**src/rtl/tinyalu_cmd_driver.sv**
```systemverilog
// Command driver for the TinyALU pin protocol: queues {A,B,op} commands in a small FIFO,
// runs each through start/done, and returns one in-order response per command.
module tinyalu_cmd_driver #(
  parameter int unsigned DEPTH   = 4,
  parameter int unsigned TIMEOUT = 64
) (
  input  logic        clk,
  input  logic        reset_n,
  input  logic        cmd_valid,
  output logic        cmd_ready,
  input  logic [7:0]  cmd_a,
  input  logic [7:0]  cmd_b,
  input  logic [2:0]  cmd_op,
  output logic [7:0]  alu_a,
  output logic [7:0]  alu_b,
  output logic [2:0]  alu_op,
  output logic        alu_start,
  input  logic        alu_done,
  input  logic [15:0] alu_result,
  output logic        rsp_valid,
  input  logic        rsp_ready,
  output logic [15:0] rsp_result,
  output logic [2:0]  rsp_op,
  output logic        rsp_err
);

  localparam int unsigned PW = (DEPTH > 1) ? $clog2(DEPTH) : 1;
  localparam int unsigned CW = $clog2(DEPTH + 1);
  localparam int unsigned TW = $clog2(TIMEOUT + 1);

  typedef struct packed {
    logic [7:0] a;
    logic [7:0] b;
    logic [2:0] op;
  } cmd_t;

  typedef enum logic [1:0] {
    IDLE = 2'd0,
    BUSY = 2'd1,
    RESP = 2'd2
  } state_t;

  cmd_t          mem [DEPTH];
  cmd_t          head_c;
  logic [PW-1:0] wr_ptr;
  logic [PW-1:0] rd_ptr;
  logic [CW-1:0] count;
  logic [CW-1:0] count_d;
  logic          push_c;
  logic          pop_c;
  logic          empty_c;
  logic          timeout_c;

  state_t        state_q;
  state_t        state_d;
  logic [TW-1:0] cnt_q;
  logic [TW-1:0] cnt_d;

  logic [7:0]    alu_a_d;
  logic [7:0]    alu_b_d;
  logic [2:0]    alu_op_d;
  logic          alu_start_d;
  logic          rsp_valid_d;
  logic [15:0]   rsp_result_d;
  logic [2:0]    rsp_op_d;
  logic          rsp_err_d;

  function automatic logic is_alu_op(input logic [2:0] op);
    return op inside {3'd1, 3'd2, 3'd3, 3'd4};
  endfunction

  assign push_c    = cmd_valid && cmd_ready;
  assign empty_c   = (count == '0);
  assign head_c    = mem[rd_ptr];
  assign timeout_c = (cnt_q == TW'(TIMEOUT - 1));

  // Command storage
  always_ff @(posedge clk) begin
    if (push_c) begin
      mem[wr_ptr] <= '{a: cmd_a, b: cmd_b, op: cmd_op};
    end
  end

  always_comb begin
    count_d = count;
    case ({push_c, pop_c})
      2'b10:   count_d = count + CW'(1);
      2'b01:   count_d = count - CW'(1);
      default: count_d = count;
    endcase
  end

  // FIFO pointers; cmd_ready is a registered !full
  always_ff @(posedge clk or negedge reset_n) begin
    if (!reset_n) begin
      wr_ptr    <= '0;
      rd_ptr    <= '0;
      count     <= '0;
      cmd_ready <= 1'b1;
    end else begin
      if (push_c) wr_ptr <= wr_ptr + PW'(1);
      if (pop_c)  rd_ptr <= rd_ptr + PW'(1);
      count     <= count_d;
      cmd_ready <= (count_d != CW'(DEPTH));
    end
  end

  always_ff @(posedge clk or negedge reset_n) begin
    if (!reset_n) begin
      state_q <= IDLE;
    end else begin
      state_q <= state_d;
    end
  end

  always_comb begin
    state_d = state_q;
    case (state_q)
      IDLE: begin
        if (!empty_c) state_d = is_alu_op(head_c.op) ? BUSY : RESP;
      end
      BUSY: begin
        if (alu_done || timeout_c) state_d = RESP;
      end
      RESP: begin
        if (rsp_ready) state_d = IDLE;
      end
      default: state_d = IDLE;
    endcase
  end

  // Next values of the registered pins; everything holds unless the current state changes it
  always_comb begin
    pop_c        = 1'b0;
    cnt_d        = cnt_q;
    alu_a_d      = alu_a;
    alu_b_d      = alu_b;
    alu_op_d     = alu_op;
    alu_start_d  = alu_start;
    rsp_valid_d  = rsp_valid;
    rsp_result_d = rsp_result;
    rsp_op_d     = rsp_op;
    rsp_err_d    = rsp_err;
    case (state_q)
      IDLE: begin
        if (!empty_c) begin
          pop_c = 1'b1;
          if (is_alu_op(head_c.op)) begin
            alu_a_d     = head_c.a;
            alu_b_d     = head_c.b;
            alu_op_d    = head_c.op;
            alu_start_d = 1'b1;
            cnt_d       = '0;
          end else begin
            // no_op and illegal ops answer directly without touching the ALU
            rsp_valid_d  = 1'b1;
            rsp_result_d = '0;
            rsp_op_d     = head_c.op;
            rsp_err_d    = (head_c.op != 3'd0);
          end
        end
      end
      BUSY: begin
        if (alu_done) begin
          alu_start_d  = 1'b0;
          rsp_valid_d  = 1'b1;
          rsp_result_d = alu_result;
          rsp_op_d     = alu_op;
          rsp_err_d    = 1'b0;
        end else if (timeout_c) begin
          alu_start_d  = 1'b0;
          rsp_valid_d  = 1'b1;
          rsp_result_d = '0;
          rsp_op_d     = alu_op;
          rsp_err_d    = 1'b1;
        end else begin
          cnt_d = cnt_q + TW'(1);
        end
      end
      RESP: begin
        if (rsp_ready) begin
          rsp_valid_d = 1'b0;
          cnt_d       = '0;
        end
      end
      default: ;
    endcase
  end

  always_ff @(posedge clk or negedge reset_n) begin
    if (!reset_n) begin
      cnt_q      <= '0;
      alu_a      <= '0;
      alu_b      <= '0;
      alu_op     <= '0;
      alu_start  <= 1'b0;
      rsp_valid  <= 1'b0;
      rsp_result <= '0;
      rsp_op     <= '0;
      rsp_err    <= 1'b0;
    end else begin
      cnt_q      <= cnt_d;
      alu_a      <= alu_a_d;
      alu_b      <= alu_b_d;
      alu_op     <= alu_op_d;
      alu_start  <= alu_start_d;
      rsp_valid  <= rsp_valid_d;
      rsp_result <= rsp_result_d;
      rsp_op     <= rsp_op_d;
      rsp_err    <= rsp_err_d;
    end
  end

endmodule

```
**config.mk**
```make
export PLATFORM = sky130hd
export DESIGN_NAME = tinyalu_cmd_driver
export DESIGN_NICKNAME = d
export VERILOG_FILES = /design/src/rtl/tinyalu_cmd_driver.sv
export SDC_FILE = /design/constraint.sdc
export NUM_CORES = 1
export LEC_CHECK = 0
export CELL_PAD_IN_SITES_DETAIL_PLACEMENT = 0
export CELL_PAD_IN_SITES_GLOBAL_PLACEMENT = 1
export CORE_MARGIN = 2
export CORE_UTILIZATION = 31
export CTS_CLUSTER_SIZE = 24
export DETAILED_ROUTE_END_ITERATION = 8
export PLACE_DENSITY = 0.67
export SLEW_MARGIN = 10
export SYNTH_ARGS = -nofsm -noshare
export SYNTH_HDL_FRONTEND = slang
export SYNTH_SLANG_ARGS = --single-unit
```
**constraint.sdc**
```tcl
create_clock -name clk -period 4.5 [get_ports clk]
set_input_delay 1.125 -clock clk [delete_from_list [all_inputs] [get_ports clk]]
set_output_delay 1.125 -clock clk [all_outputs]
set_load 0.02 [all_outputs]
```
==> results.cfg <==
[cells_and_area]
final_cell_count_no_fill = 631
layout-drive-gt1-share = 0.180
sequential_cell_area_um2 = 3730
finalNetCount = 440
layout.filler_cells = 1563
area_growth_syn_to_layout_pct = 29.5
multi_input_combinational_cell_area_um2 = 1550
n_antenna_cell = 0

[placed_design]
port_buffers = 81
place_ws_ps = 1260
place.detailed.hpwl_um = 7030
place.detailed.instances = 599
gpl.final_weighted_congestion = 0.730

[yosys]
netlist_top_cells_area = edfxtp_1 42%, dfrtp_1 26%, mux2_4 5.8%, mux4_2 5.0%, mux4_1 3.4%
yosys_register_bits = 134
adder_and_majority_cell_fraction_of_the_synthesized_area = 0.0176
post_synth_and_or_nand_nor_area_fraction = 0.0420
synth_compound_area_frac = 0.0599
synth-xor-area-share = 0.0144
largest_family_of_logic_cells_by_synthesized_area = multiplexers
netlist-cell-type-count = 50
syn-num-nets = 350
synth_warnings = 0
synth_largest_type_area_fraction = 0.423
synth.avg_cell_area_um2 = 17.8
synth_async_sr_flop_share = 0.433
portion_of_the_post_synthesis_area_used_by_sequential_elements = 0.693
synth_largest_area_cell = edfxtp_1
netlist_instances = 303
muxShareOfSynthArea = 0.153
syn_area_um2 = 5390
synth_enable_flop_cells = 76
synthFlopType = edfxtp_1

[die]
chipHeight_um = 136
row_count = 48
design.die.area_um2 = 18500
area_of_the_core_um2 = 17200
design.portCount = 82
floorplan.die.width_um = 136
start_util = 0.314

[timing]
setup_failing_eps_final = 0
slew_at_the_pin_closest_to_its_max_slew_limit_ps = 1050
finalHoldViolCount = 0
finClkSkew_ps = 9.02
finalWorstSetupSlack_ps = 1340
timing.hold.ws_ps = 488
timing.max_slew.rel_slack = 0.298
fin_tns_setup_ps = 0
timing.fmax_mhz = 317
rsz0062_at_grt = no
final_max_slew_viol_count = 0
layout_worst_path_cycle_share = 0.701
period_minus_slack_ps = 3160

[clocking]
postCtsSetupRepairBufs = 0
buffer_cell_driving_the_clock_tree_root = clkbuf_16
cts_repair_resize_count = 0
cts_max_level = 4
cts_made_buffers = 17
clock_path_buffers = 2
cts_tree = built
clkSlewWorstSetupHoldPaths_ps = 60
clock_insertion_delay_at_the_later_pin_of_the_skew_report_ps = 410
number_of_clock_sinks = 134
holdBufCountCts = 0

[pwr]
power.static_leakage_nw = 2.72
powerDensity_nw_per_um2 = 743
vdd_drop_max_uv = 394

[route]
drc = 0
vias = 2936
detail_route.wirelength_um = 10700
detail_route.vias_per_cell = 4.65
drtIter0Drc = 107
drt_pre_antenna_iters = 5
detail_route.wl_per_cell_um = 16.9
final_antenna_net_count = 0

[global_routing]
grt_max_degree = 32
initial_antenna_violation_count = 0
grt_pass1_vias = 3149
global_route.usage.total = 0.126
grt-ovfl-total = 0
grt_pass1_wl_um = 17000

[critical_path]
data_arrival_time_of_the_critical_path_ps = 3450
crit_chain = mux4_2, nor2_4, xor2_1, o21ai_2, mux2_2
critical_path_peak_fanout = 22
setup.worst_path.end_class = flop
startpoint_type = flop
cp.required_ps = 4790
crit_slowest_cell = o21ai_2
critical_path_class = reg2reg
crit_path_max_incr_delay_ps = 820

[hold_path]
worstHoldPathType = reg2reg

[status]
run_status = finished, final reports clean

[job]
max_cap_violations = 0
## sequential cells by signal, summed over array words and instances, names as in the netlist, 3 cells and up
name	flops
alu_b	8
mem	76
rsp_op	3
count	3
alu_a	8
alu_op	3
cnt_q	7
rsp_result	16
## synth_stat cells (2+ instances only)
cell      instances
nor2b_1           2
mux2_2            3
edfxtp_1         76
a22o_1           16
o31ai_1           2
mux2i_1           2
nor2_1            7
xnor2_1           3
nand3_1           3
a211o_1           2
buf_6             4
dfrtp_1          57
nand2_1          18
mux2_4           21
ha_1              6
inv_1             7
o21ai_0           6
buf_2             2
mux4_2           12
a21oi_1           6
mux4_1            7
buf_1             2
and3_1            4
clkbuf_1          4
nor3_1            3
xor2_1            4
## area by class of cell
class,count,share of cell area
Timing Repair Buffer,84,0.119
Tap cell,225,0.0403
Sequential cell,134,0.535
Clock inverter,12,0.0185
Inverter,7,0.00376
Clock buffer,20,0.0625
Multi-Input combinational cell,149,0.221
## cells by family (layout without fill, tap and decap cells)
family,Yosys count,after routing
and+or+nand+nor,46,46
AOI/OAI and AO/OA,43,43
buffers and inverters,20,123
xor gates and xnor gates,8,8
muxes,45,45
adders and majority gates,7,7
DFF,134,134
## cells in the final DEF (no fill, tap or decap), types with 2 or more instances in the layout
master / instances
xnor2_1: 3
mux2_2: 3
nand3_1: 3
buf_4: 3
a22o_1: 16
clkbuf_1: 3
clkdlybuf4s50_1: 80
bufinv_16: 2
mux4_1: 7
mux2_4: 21
nor2_1: 7
a21oi_1: 6
ha_1: 6
inv_6: 2
nor3_1: 3
mux4_2: 12
dfrtp_1: 57
clkbuf_16: 17
xor2_1: 4
nand2_1: 18
inv_1: 7
clkinvlp_4: 4
and3_1: 4
a211o_1: 2
clkinv_1: 2
edfxtp_1: 76
o31ai_1: 2
o21ai_0: 6
mux2i_1: 2
nor2b_1: 2
## power by group
part	total, mW	switching, mW	internal [mW]
Clock	1.31	0.501	0.813
Combinational	1.97	0.952	1.02
Sequential	1.90	0.221	1.67
Total	5.18	1.67	3.51
## worst paths after layout
path                                 from       end  slack (ps)  cells past startpoint
worst max-delay path            rd_ptr[0]   rsp_err        1340                      5
worst min-delay path             cnt_q[6]  cnt_q[6]         490                      1
worst max register to register  rd_ptr[0]   rsp_err        1340                      5
worst min register to register   cnt_q[6]  cnt_q[6]         490                      1
max in group asynchronous         reset_n  alu_b[0]        2820                      2
min in group asynchronous         reset_n  cnt_q[5]         760                      1
## per-layer routing
metal | part of all wire | vias up | GRT usage
met5 | 0 | - | 0
met4 | 0.010 | 0 | 0.0521
met3 | 0.045 | 10 | 0.0369
met2 | 0.48 | 79 | 0.197
met1 | 0.46 | 1486 | 0.164
li1 | - | 1361 | -
## critical path, delay by kind of cell (launching register included)
family / cells / cell delay [ps]
AND/OR/NAND/NOR: 1 / 200
XOR/XNOR: 1 / 130
multiplexers: 2 / 1080
flip-flops: 1 / 810
AO/OA/AOI/OAI: 1 / 820
## metrics by stage
| step | util | cell area [um2] | power [mW] |
|---|---|---|---|
| 2_1_floorplan | - | 5390 | 3.27 |
| 3_3_place_gp | 0.374 | 6420 | 3.89 |
| 3_5_place_dp | 0.374 | 6420 | 3.93 |
| 4_1_cts | 0.406 | 6980 | 5.27 |
| 5_1_grt | 0.406 | 6980 | 5.49 |
| 6_report | 0.406 | 6980 | 5.18 |
No activity file was read; power rests on OpenSTA's default activity.
